## src/rtl/cv32e40p_pkg.sv

```systemverilog
// Shared type definitions for the cv32e40p slice.
// Currently only holds the bitmask sequencer state encoding.
package cv32e40p_pkg;

    // Bitmask sequencer control states
    typedef enum logic {
        BMS_IDLE = 1'b0,
        BMS_SCAN = 1'b1
    } bitmask_seq_state_e;

endpackage : cv32e40p_pkg

```

## src/rtl/cv32e40p_ff_one.sv

```systemverilog
// Find-first-one tree.
// Reports the index of the lowest set bit of in_i, plus a flag when no bit is set.
// The input is padded up to a power of two.
// Each tree level then merges pairs of nodes, and the lower-indexed child wins when both are set.
module cv32e40p_ff_one #(
    parameter int LEN = 32
) (
    input  logic [LEN-1:0]          in_i,
    output logic [$clog2(LEN)-1:0]  first_one_o,
    output logic                    no_ones_o
);

    localparam int LEVELS = $clog2(LEN);
    localparam int LEAVES = 1 << LEVELS;

    logic              nodeValid [LEVELS+1][LEAVES];
    logic [LEVELS-1:0] nodeIdx   [LEVELS+1][LEAVES];

    // Build the reduction tree level by level, preferring the lower half at every merge
    always_comb begin
        for (int l = 0; l <= LEVELS; l++) begin
            for (int n = 0; n < LEAVES; n++) begin
                nodeValid[l][n] = 1'b0;
                nodeIdx[l][n]   = '0;
            end
        end
        for (int n = 0; n < LEN; n++) begin
            nodeValid[0][n] = in_i[n];
            nodeIdx[0][n]   = LEVELS'(n);
        end
        for (int l = 1; l <= LEVELS; l++) begin
            for (int n = 0; n < (LEAVES >> l); n++) begin
                nodeValid[l][n] = nodeValid[l-1][2*n] | nodeValid[l-1][2*n+1];
                nodeIdx[l][n]   = nodeValid[l-1][2*n] ? nodeIdx[l-1][2*n] : nodeIdx[l-1][2*n+1];
            end
        end
    end

    assign first_one_o = nodeIdx[LEVELS][0];
    assign no_ones_o   = !nodeValid[LEVELS][0];

endmodule : cv32e40p_ff_one

```

## src/rtl/cv32e40p_bitmask_sequencer.sv

```systemverilog
// Bitmask sequencer.
// Latches a mask and hands out the index of every set bit, lowest first.
// One index is handed out per valid/ready handshake.
// A residual copy of the mask feeds the find-first-one tree.
// Each consumed bit is cleared from the residual, so the tree always points at the next index.
module cv32e40p_bitmask_sequencer
    import cv32e40p_pkg::*;
#(
    parameter int LEN   = 32,
    parameter int IDX_W = $clog2(LEN)
) (
    input  logic             clk,
    input  logic             rst_n,
    input  logic             flush_i,
    input  logic [LEN-1:0]   mask_i,
    input  logic             mask_valid_i,
    output logic             mask_ready_o,
    output logic [IDX_W-1:0] idx_o,
    output logic             idx_valid_o,
    input  logic             idx_ready_i,
    output logic             idx_last_o,
    output logic [IDX_W:0]   cnt_o,
    output logic             done_o,
    output logic             busy_o
);

    bitmask_seq_state_e state_q, state_d;
    logic [LEN-1:0]     residual_q, residual_d;
    logic [IDX_W:0]     cnt_q, cnt_d;
    logic               done_q, done_d;

    logic [IDX_W-1:0]   firstOne;
    logic               residualEmpty;
    logic               handshake;

    cv32e40p_ff_one #(
        .LEN (LEN)
    ) ffOne (
        .in_i        (residual_q),
        .first_one_o (firstOne),
        .no_ones_o   (residualEmpty)
    );

    // Outputs are decoded purely from registers so no input reaches an output combinationally
    always_comb begin
        mask_ready_o = (state_q == BMS_IDLE);
        idx_valid_o  = (state_q == BMS_SCAN);
        busy_o       = (state_q == BMS_SCAN);
        idx_o        = firstOne;
        idx_last_o   = idx_valid_o && ((residual_q & (residual_q - LEN'(1))) == '0);
        cnt_o        = cnt_q;
        done_o       = done_q;
    end

    assign handshake = idx_valid_o && idx_ready_i;

    // Next-state logic: flush overrides everything; an empty mask finishes without scanning
    always_comb begin
        state_d    = state_q;
        residual_d = residual_q;
        cnt_d      = cnt_q;
        done_d     = 1'b0;

        if (flush_i) begin
            state_d    = BMS_IDLE;
            residual_d = '0;
        end else begin
            case (state_q)
                BMS_IDLE: begin
                    if (mask_valid_i) begin
                        residual_d = mask_i;
                        cnt_d      = '0;
                        if (mask_i != '0) begin
                            state_d = BMS_SCAN;
                        end else begin
                            done_d = 1'b1;
                        end
                    end
                end
                BMS_SCAN: begin
                    if (handshake) begin
                        residual_d = residual_q & ~(LEN'(1) << firstOne);
                        cnt_d      = cnt_q + (IDX_W+1)'(1);
                        if (idx_last_o) begin
                            state_d = BMS_IDLE;
                            done_d  = 1'b1;
                        end
                    end
                end
                default: begin
                    state_d    = BMS_IDLE;
                    residual_d = '0;
                end
            endcase
        end
    end

    // State registers with asynchronous active-low reset
    always_ff @(posedge clk or negedge rst_n) begin
        if (!rst_n) begin
            state_q    <= BMS_IDLE;
            residual_q <= '0;
            cnt_q      <= '0;
            done_q     <= 1'b0;
        end else begin
            state_q    <= state_d;
            residual_q <= residual_d;
            cnt_q      <= cnt_d;
            done_q     <= done_d;
        end
    end

    // A presented index must stay put until the consumer takes it (flush may withdraw it)
    assert property (@(posedge clk) disable iff (!rst_n)
        (idx_valid_o && !idx_ready_i && !flush_i) |=> (idx_valid_o && $stable(idx_o)));

    // Scanning only ever happens with at least one bit left to emit
    assert property (@(posedge clk) disable iff (!rst_n)
        (state_q == BMS_SCAN) |-> !residualEmpty);

endmodule : cv32e40p_bitmask_sequencer

```

## config.mk

```make
export PLATFORM = sky130hd
export DESIGN_NAME = cv32e40p_bitmask_sequencer
export DESIGN_NICKNAME = d
export VERILOG_FILES = /design/src/rtl/cv32e40p_pkg.sv /design/src/rtl/cv32e40p_ff_one.sv /design/src/rtl/cv32e40p_bitmask_sequencer.sv
export SDC_FILE = /design/constraint.sdc
export NUM_CORES = 1
export LEC_CHECK = 0
export ABC_AREA = 1
export CAP_MARGIN = 20
export CORE_ASPECT_RATIO = 0.7
export CORE_MARGIN = 4
export CORE_UTILIZATION = 45
export CTS_BUF_LIST = sky130_fd_sc_hd__clkbuf_2 sky130_fd_sc_hd__clkbuf_4 sky130_fd_sc_hd__clkbuf_8
export DETAILED_ROUTE_END_ITERATION = 7
export PLACE_DENSITY_LB_ADDON = 0.05
export SETUP_SLACK_MARGIN = 0.3
export SLEW_MARGIN = 5
export SYNTH_ARGS = -nofsm -noshare
export SYNTH_HDL_FRONTEND = slang
export SYNTH_SLANG_ARGS = --single-unit
```

## constraint.sdc

```tcl
create_clock -name clk -period 5.5 [get_ports clk]
set_input_delay 1.375 -clock clk [delete_from_list [all_inputs] [get_ports clk]]
set_output_delay 1.375 -clock clk [all_outputs]
set_load 0.02 [all_outputs]
```

==> impl_metrics.ini <==
[outcome]
outcome = finished clean

[cts]
path_clk_slew_ps = 80
cts_setup_buffers = 0
cts.sinks = 40
cts_buffer_depth = 2
cts_htree_levels = 2
cts_hold_buf = 0
cts_tree = built
cts_resized = 0
worstSkewPairLatency_ps = 300
cts_made_buffers = 5
cts_root_buf = clkbuf_8

[drt]
route.vias.total = 3146
via_per_inst = 5.49
drt_iter0_markers = 229
drt_pass1_iterations = 5
drc = 0
avgRoutedWirePerCell_microns = 15.6
drtAntennaViolNets = 0
wl_microns = 8960

[floorplanning]
fp.dieArea_sq_um = 7790
ios = 53
start_util_pct = 46.5
coreArea_sq_um = 6220
dieWidth_microns = 104
die_h_microns = 75.0
row_count = 24

[layout]
layout.nets = 532
fin_util_pct = 57.5
fin_cells = 573
final_layout_size_suffix_gt1_share_pct = 6.26
final-seq-area_sq_um = 1000
multi_input_area_sq_um = 1640
fill_cells = 627
diodes = 0
syn_to_final_growth_pct = 23.8

[synthesis]
syn-mean-instance-area_sq_um = 6.46
synth_ff_type = dfrtp_1
yosysWarnings = 0
ys_seq_area_share_pct = 34.6
synthAdderAreaFrac_pct = 0.433
synth_nets = 485
syn_area_sq_um = 2890
synth_edf_count = 0
yosys.cell_types.count = 38
synth_top_area_cell = dfrtp_1
synth-simple-area-share_pct = 39.6
ys_seq_elements = 40
synth_top_family_by_area = simple AND/OR/NAND/NOR gates
yosysTopAreaCellShare_pct = 34.6
synth_mux_area_share_pct = 0
syn-instance-count = 447
synth_xor_area_share_pct = 0
yosys-top-cells-area = dfrtp_1 (35%), nand2_1 (19%), nor2_1 (7.4%), o21ai_0 (7.3%), inv_1 (6.4%)
synthTopCellsByCount = nand2_1 (143), nor2_1 (57), inv_1 (49), o21ai_0 (42), dfrtp_1 (40)
async_flop_share_pct = 100
yosysMostFrequentCell = nand2_1
synth_compound_area_share_pct = 16.6

[timing]
setup_viol = 0
slew_viol_final = 0
fin_skew_ps = 6.14
relSlewSlack_pct = 37.2
rsz0062_at_grt = false
worstMarginPinSlew_ps = 942
timing.fmax_mhz = 240
setup_slack_ps = 1330
layout_min_cycle_time_ps = 4170
tns_ps = 0
hold_viol = 0
fin_crit_sh_pct = 75.8

[worst_setup_path]
critPathCaptureType = output port
crit_fanout = 5
cp.arrival_ps = 2800
rr_startpoint = busy_o$_DFF_PN0_
reg2reg_slack_ps = 2800
r2r_cells = 7
rr_endpoint = residual_q[26]$_DFFE_PN0P_
critPathLaunchType = flop
path_class = flop to output port
cp.required_ps = 4120

[placed_design]
port_buffers = 52
gp_congestion = 0.915
pre_cts_ws_ps = 1650
placed_cells = 565
dpl.hpwl_microns = 6920

[power]
leakagePower_nw = 1.74
p_int_w = 0.000608
pwr-share-seq_pct = 35.1
swShare_pct = 38.3
combPwrFrac_pct = 38.2
clkPwrFrac_pct = 26.7
irDropWorstVdd_uv = 171
power_density_nw_per_um2 = 276
p_sw_w = 0.000378

[hold_path]
holdPathStages = 1
hold-path-endpoint = cnt_o[0]$_DFFE_PN0P_
hold_class = flop to flop
hold_path.startpoint = cnt_o[0]$_DFFE_PN0P_

[global_route]
grt_pass1_wl_microns = 14700
grt_use_total_pct = 24.0
grt_pass1_vias = 2868
antenna_found_initial = 0
grt_max_degree = 57
grt.overflow.total = 0

[job]
maxCapViolations = 0
stage by stage:
stage	hold WS (ps)	total power, W	instance area, sq um
final	544	0.000986	3580
after global placement	527	0.000723	3450
after detailed placement	521	0.000723	3450
after floorplan	494	0.000584	2890
after CTS	535	0.000987	3580
after global routing	597	0.00106	3580
flip-flops by register name, indices dropped and copies added, names as in the netlist:
name and cells:
busy_o 1, residual_q 32, done_o 1, cnt_o 6
worst max-delay path by stage:
| stage | start | end | slack [ps] | cells after the start |
|---|---|---|---|---|
| finish | residual_q[20]$_DFFE_PN0P_ | idx_last_o | 1330 | 10 |
| global route | residual_q[17]$_DFFE_PN0P_ | idx_last_o | 1020 | 10 |
| CTS | residual_q[0]$_DFFE_PN0P_ | idx_last_o | 1320 | 9 |
| detailed placement | residual_q[0]$_DFFE_PN0P_ | idx_last_o | 1650 | 9 |
| global placement | residual_q[0]$_DFFE_PN0P_ | idx_last_o | 1650 | 9 |
| floorplan | residual_q[0]$_DFFE_PN0P_ | idx_last_o | 2090 | 9 |
cell families (layout without fill, tap and decap cells):
kind of cell    Yosys count  after routing
fa+ha+maj                 1              1
buf+inv                  65            113
flops                    40             40
simple gates            258            258
compound gates           83             83
critical path, cell delays in order, from the launching register on:
cell	delay [ps]
dfrtp_1	440
nor2_1	250
nand2_1	110
nor2_1	310
nand3_1	160
nand2_1	110
nand2_1	60
inv_1	50
nand2_1	80
nor4_1	290
clkdlybuf4s50_1	650
power by group through the flow:
stage	sequential, W	clock, W	combinational, W
floorplan	0.000353	0	0.000231
global placement	0.000351	0	0.000372
detailed placement	0.000351	0	0.000372
CTS	0.000345	0.000267	0.000374
global route	0.000351	0.000283	0.000422
finish	0.000346	0.000263	0.000377
placed cells by master (no fill, tap or decap), drive strengths merged, types with 6 or more instances in the layout:
| master | synthesis | routed |
|---|---|---|
| nand3 | 16 | 16 |
| nor2 | 68 | 68 |
| clkbuf | 7 | 6 |
| nand4 | 8 | 8 |
| inv | 52 | 52 |
| nand2 | 147 | 147 |
| a21oi | 19 | 19 |
| dfrtp | 40 | 40 |
| nor3 | 6 | 6 |
| clkdlybuf4s50 | 0 | 51 |
| nor4 | 9 | 9 |
| o21ai | 44 | 44 |
per-layer routing:
layer  vias up  track usage (%)  routed length [microns]
li1       1567                -                        -
met1      1414             38.4                     4590
met2       158             32.1                     3260
met3         7             6.26                     1060
met4         0             4.13                       47
met5         -                0                        0
layout make-up:
type | instances | area share (%)
multi-input combinational | 342 | 45.8
sequential | 40 | 28.0
timing repair buffer | 53 | 14.6
inverter | 52 | 5.46
tap | 78 | 2.73
clock buffer | 6 | 2.31
clock inverter | 2 | 1.08
(Power assumes the default switching activity.)
